**src/rtl/bcd_counter_n_pkg.sv**
```systemverilog
// Shared BCD digit type, digit limits and load-value validation helper.
package bcd_pkg;

    typedef logic [3:0] bcd_digit_t;

    localparam bcd_digit_t BCD_MAX = 4'd9;
    localparam bcd_digit_t BCD_MIN = 4'd0;

    function automatic logic bcd_valid(input bcd_digit_t digit);
        return (digit <= BCD_MAX);
    endfunction

endpackage

```
**src/rtl/bcd_counter_n_digit.sv**
```systemverilog
// One BCD digit slice: next value and carry/borrow ripple to the next digit.
module bcd_digit
    import bcd_pkg::*;
(
    input  bcd_digit_t d,
    input  logic       up,
    input  logic       step_in,
    output bcd_digit_t d_next,
    output logic       step_out
);

    logic at_term;

    assign at_term  = up ? (d == BCD_MAX) : (d == BCD_MIN);
    // Higher digit moves only when this one steps across its limit.
    assign step_out = step_in & at_term;

    always_comb begin
        d_next = d;
        if (step_in) begin
            if (up) d_next = (d == BCD_MAX) ? BCD_MIN : d + 4'd1;
            else    d_next = (d == BCD_MIN) ? BCD_MAX : d - 4'd1;
        end
    end

endmodule

```
**src/rtl/bcd_counter_n.sv**
```systemverilog
// N-digit BCD up/down counter with clear, validated load, tc, wrap and saturation.
module bcd_counter_n
    import bcd_pkg::*;
#(
    parameter int DIGITS   = 3,
    parameter int SATURATE = 0
) (
    input  logic                  clk,
    input  logic                  rst,
    input  logic                  clr,
    input  logic                  en,
    input  logic                  up,
    input  logic                  load,
    input  logic [4*DIGITS-1:0]   load_val,
    output logic [4*DIGITS-1:0]   count,
    output logic                  tc,
    output logic                  wrap,
    output logic                  load_err
);

    logic [DIGITS-1:0][3:0] cnt_q;
    logic [DIGITS-1:0][3:0] cnt_nxt;
    logic [DIGITS:0]        step;
    logic                   load_ok;
    logic                   at_limit;

    assign step[0] = en;

    for (genvar k = 0; k < DIGITS; k++) begin : g_digit
        bcd_digit u_digit (
            .d        (cnt_q[k]),
            .up       (up),
            .step_in  (step[k]),
            .d_next   (cnt_nxt[k]),
            .step_out (step[k+1])
        );
    end

    // Ripple out of the top digit means every digit sits at the terminal value.
    assign at_limit = step[DIGITS];
    assign tc       = at_limit & ~clr & ~load;
    assign count    = cnt_q;

    always_comb begin
        load_ok = 1'b1;
        for (int k = 0; k < DIGITS; k++)
            if (!bcd_valid(load_val[4*k +: 4])) load_ok = 1'b0;
    end

    always_ff @(posedge clk or posedge rst) begin
        if (rst) begin
            cnt_q    <= '0;
            wrap     <= 1'b0;
            load_err <= 1'b0;
        end else begin
            wrap     <= 1'b0;
            load_err <= 1'b0;
            if (clr) begin
                cnt_q <= '0;
            end else if (load) begin
                // All-or-nothing: a single bad digit rejects the whole word.
                if (load_ok) cnt_q    <= load_val;
                else         load_err <= 1'b1;
            end else if (en) begin
                if (!at_limit) begin
                    cnt_q <= cnt_nxt;
                end else if (SATURATE == 0) begin
                    cnt_q <= cnt_nxt;
                    wrap  <= 1'b1;
                end
            end
        end
    end

endmodule

```
**config.mk**
```make
export PLATFORM = sky130hd
export DESIGN_NAME = bcd_counter_n
export DESIGN_NICKNAME = d
export VERILOG_FILES = /design/src/rtl/bcd_counter_n_pkg.sv /design/src/rtl/bcd_counter_n_digit.sv /design/src/rtl/bcd_counter_n.sv
export SDC_FILE = /design/constraint.sdc
export NUM_CORES = 1
export LEC_CHECK = 0
export ABC_AREA = 1
export ABC_CLOCK_PERIOD_IN_PS = 3400
export BUFFER_PORTS_ARGS = -buffer_cell sky130_fd_sc_hd__buf_2
export CAP_MARGIN = 10
export CORE_MARGIN = 5
export CORE_UTILIZATION = 54
export DETAILED_ROUTE_END_ITERATION = 12
export PLACE_DENSITY = 0.83
export SLEW_MARGIN = 20
export SYNTH_ARGS = -nofsm -noshare
export SYNTH_HDL_FRONTEND = slang
export SYNTH_HIERARCHICAL = 1
export SYNTH_SLANG_ARGS = --single-unit
```
**constraint.sdc**
```tcl
create_clock -name clk -period 3.4 [get_ports clk]
set_input_delay 0.68 -clock clk [delete_from_list [all_inputs] [get_ports clk]]
set_output_delay 0.68 -clock clk [all_outputs]
set_load 0.02 [all_outputs]
```
==> impl_metrics.toml <==
[run_status]
run_status = "finished clean"

[routing]
vias_per_cell = 5.293
initialDrtViolationCount = 122
drt_pre_antenna_iters = 5
dr_total_vias = 1625
routedWlPerCell_um = 11.76
final_antenna_net_count = 0
drc_errors = 0
totalWireLength_mm = 3.610

[floorplan]
die_height_um = 61.15
die_w_um = 61.15
rows = 18
effective_utilization_at_floorplan_pct = 56.51
boundaryPins = 33
die_area_um2 = 3739
fp.coreArea_um2 = 2500

[timing]
period_needed_ps = 2986
hold_viol = 0
finalHoldWorstSlack_ps = 417.7
fin_worst_skew_ps = 4.593
transition_time_at_the_pin_with_the_least_slew_margin_ps = 530.8
final-max-slew-violation-count = 0
achievable-frequency_ghz = 0.3349
timing.max_slew.rel_slack_pct = 64.57
final-setup-viol-count = 0
timing.final.crit_share_pct = 87.82

[clock_network]
worst_setup_hold_path_clk_slew_ps = 90
clkSinkCount = 14
tritoncts = "built"
clk_root_buffer_cell = "clkbuf_4"
clkLatencyLatePin_ps = 280
ctsLongestPathBuffers = 2
htree_levels = 1
cts_hold_buffers = 0
post-cts-setup-buffers = 0
numCtsBuffers = 3

[final_layout]
share_of_cells_above_drive_strength_1_pct = 19.86
antenna_cells = 0
layout-area-overhead-vs-synth_pct = 12.58
final_area_um2 = 1590
final_net_count = 296
nFillCells = 263

[pwr]
peakVddDrop_v = 0.0002722
power.combinational.fraction_pct = 38.6
pwr-share-seq_pct = 39.0
total_leakage_power_nw = 0.9205
p_sw_uw = 216.3
design_power_total_uw = 536.5
sw_frac_of_total_pct = 40.32
power-per-cell-area_nw_per_um2 = 337.4
int_power_uw = 320.2
pwr-share-clk_pct = 22.3

[global_route]
globalRouteTotalUtil_pct = 21.81
antenna_found_initial = 0
grt_max_degree = 16
first_global_vias = 1392
grt_first_pass_wirelength_mm = 6.196
grt_overflow_total = 0

[setup_path]
startpoint_type = "flop"
crit_type = "flop to output pin"
reg2regPathDepth = 14
crit-reg2reg-capture = "count[10]"
worst-endpoint-arrival_ps = 2310
cp_cell_sequence = "inv_1 > nand2_1 > nor2_1 > nor2_2 > nor3_1 > inv_1 > nor3_2 > inv_1 > nor3_1 > inv_1 > nor2_1 > buf_2"
critPathMostFrequentCell = "inv_1"
timing.critical_path.fanout_max = 7
cpPeakStageDelay_ps = 450
cp_top_family = "simple AND/OR/NAND/NOR gates"
critical_path_required_ps = 2720
path_depth = 12
rr_startpoint = "count[1]"
cpMaxStageDelayCell = "dfrtp_1"
worstSetupEndpointType = "output pin"
worstPathBufferInverterCount = 5
rrSetupSlack_ps = 1230

[synthesis]
synth.distinct_cells = 19
synthCells = 248
dominantRegCellSynth = "dfrtp_1"
synth_top_cell_area_share_pct = 27.64
synth_most_common_cell = "nand2_1"
synthDominantAreaCellType = "nand2_1"
syn_area_per_cell_um2 = 5.696
netlist_top_cells_area = "nand2_1 (28%), dfrtp_1 (25%), nand3_1 (13%)"
async_set_or_reset_flop_fraction_in_the_synthesized_netlist_pct = 100.0
ys.warnings.count = 6
syn_area_um2 = 1413
yosys_register_bits = 14
synth-seq-area-share_pct = 24.80
ys_top_cells_by_count = "nand2_1 (104), nand3_1 (37), inv_1 (21)"
synth.net_count = 266
synth_edf_count = 0

[placed_design]
post-dp-hpwl_mm = 2.726
final_weighted_congestion_in_routability_driven_placement = 0.9224
placed_cell_area_um2 = 1549
place.port_buffers = 32

[worst_hold_path]
worst_hold_path_type = "input pin to async pin"

[flow_run]
max_cap_viols = 0
==> worst max path at each step <==
| stage | endpoint | slack [ps] | start |
|---|---|---|---|
| floorplan | tc | 150 | count[2] |
| CTS | tc | 350 | count[1] |
| detailed placement | tc | 400 | up |
| global placement | tc | 450 | up |
| finish | tc | 410 | count[1] |
| global route | tc | -5 | count[2] |
==> layout by cell type, fill, tap and decap left out <==
master and count:
nand2_2 2, nor3_2 1, inv_1 21, nand3_1 37, buf_2 32, xor2_1 3, a31oi_1 3, nand2_1 104
inv_2 7, nor2_2 6, nor3_1 3, a21oi_1 15, clkbuf_8 1, o21ai_1 12, clkbuf_4 3, nand3_2 1
buf_4 2, nand4_1 3, dfrtp_1 14, nor2_1 7
==> power by group through the flow <==
stage / registers, mW / logic, mW / clock network [mW]
after floorplan: 0.220 / 0.149 / 0
after global placement: 0.211 / 0.205 / 0
after detailed placement: 0.212 / 0.206 / 0
after CTS: 0.209 / 0.207 / 0.122
after global routing: 0.213 / 0.238 / 0.129
final: 0.209 / 0.207 / 0.120
==> metal layers <==
metal	vias up	track usage [%]	part of all wire [%]
li1	853	-	-
met1	716	29.14	44
met2	52	36.86	49
met3	4	3.774	6.4
met4	0	4.644	0.97
met5	-	0	0
==> cell families (layout without fill, tap and decap cells) <==
family | after synthesis | in the layout | share of synthesized area, %
buffers and inverters | 37 | 66 | 12.84
xor gates and xnor gates | 3 | 3 | 1.860
DFF | 14 | 14 | 24.80
AOI/OAI and AO/OA | 30 | 30 | 10.89
and+or+nand+nor | 164 | 164 | 49.60
==> layout make-up <==
class | instances | area, um2 | area share [%]
Clock buffer | 4 | 36.28 | 2.282
Timing Repair Buffer | 34 | 175.2 | 11.01
Sequential cell | 14 | 350.3 | 22.03
Inverter | 28 | 105.1 | 6.609
Tap cell | 30 | 37.54 | 2.360
Multi-Input combinational cell | 197 | 885.9 | 55.70
==> registers in the layout (all words and copies together), names as in the netlist <==
signal / flops
wrap: 1
count: 12
load_err: 1
==> what timing repair did <==
item | in CTS | in global routing
hold endpoints to repair | 0 | 0
setup endpoints to repair | 0 | 1
resized for setup | 0 | 1
==> stage by stage <==
| step | utilization (%) | worst slack, ps | std cells | TNS, ps |
|---|---|---|---|---|
| after global placement | 61.96 | 445.2 | 303 | 0 |
| after detailed placement | 61.96 | 400.4 | 303 | 0 |
| after floorplan | - | 152.2 | 248 | 0 |
| after global routing | 63.61 | -4.660 | 307 | -4.660 |
| after CTS | 63.41 | 350.6 | 307 | 0 |
| final | 63.61 | 414.0 | 307 | 0 |
Power figures use the tool's default switching activity.
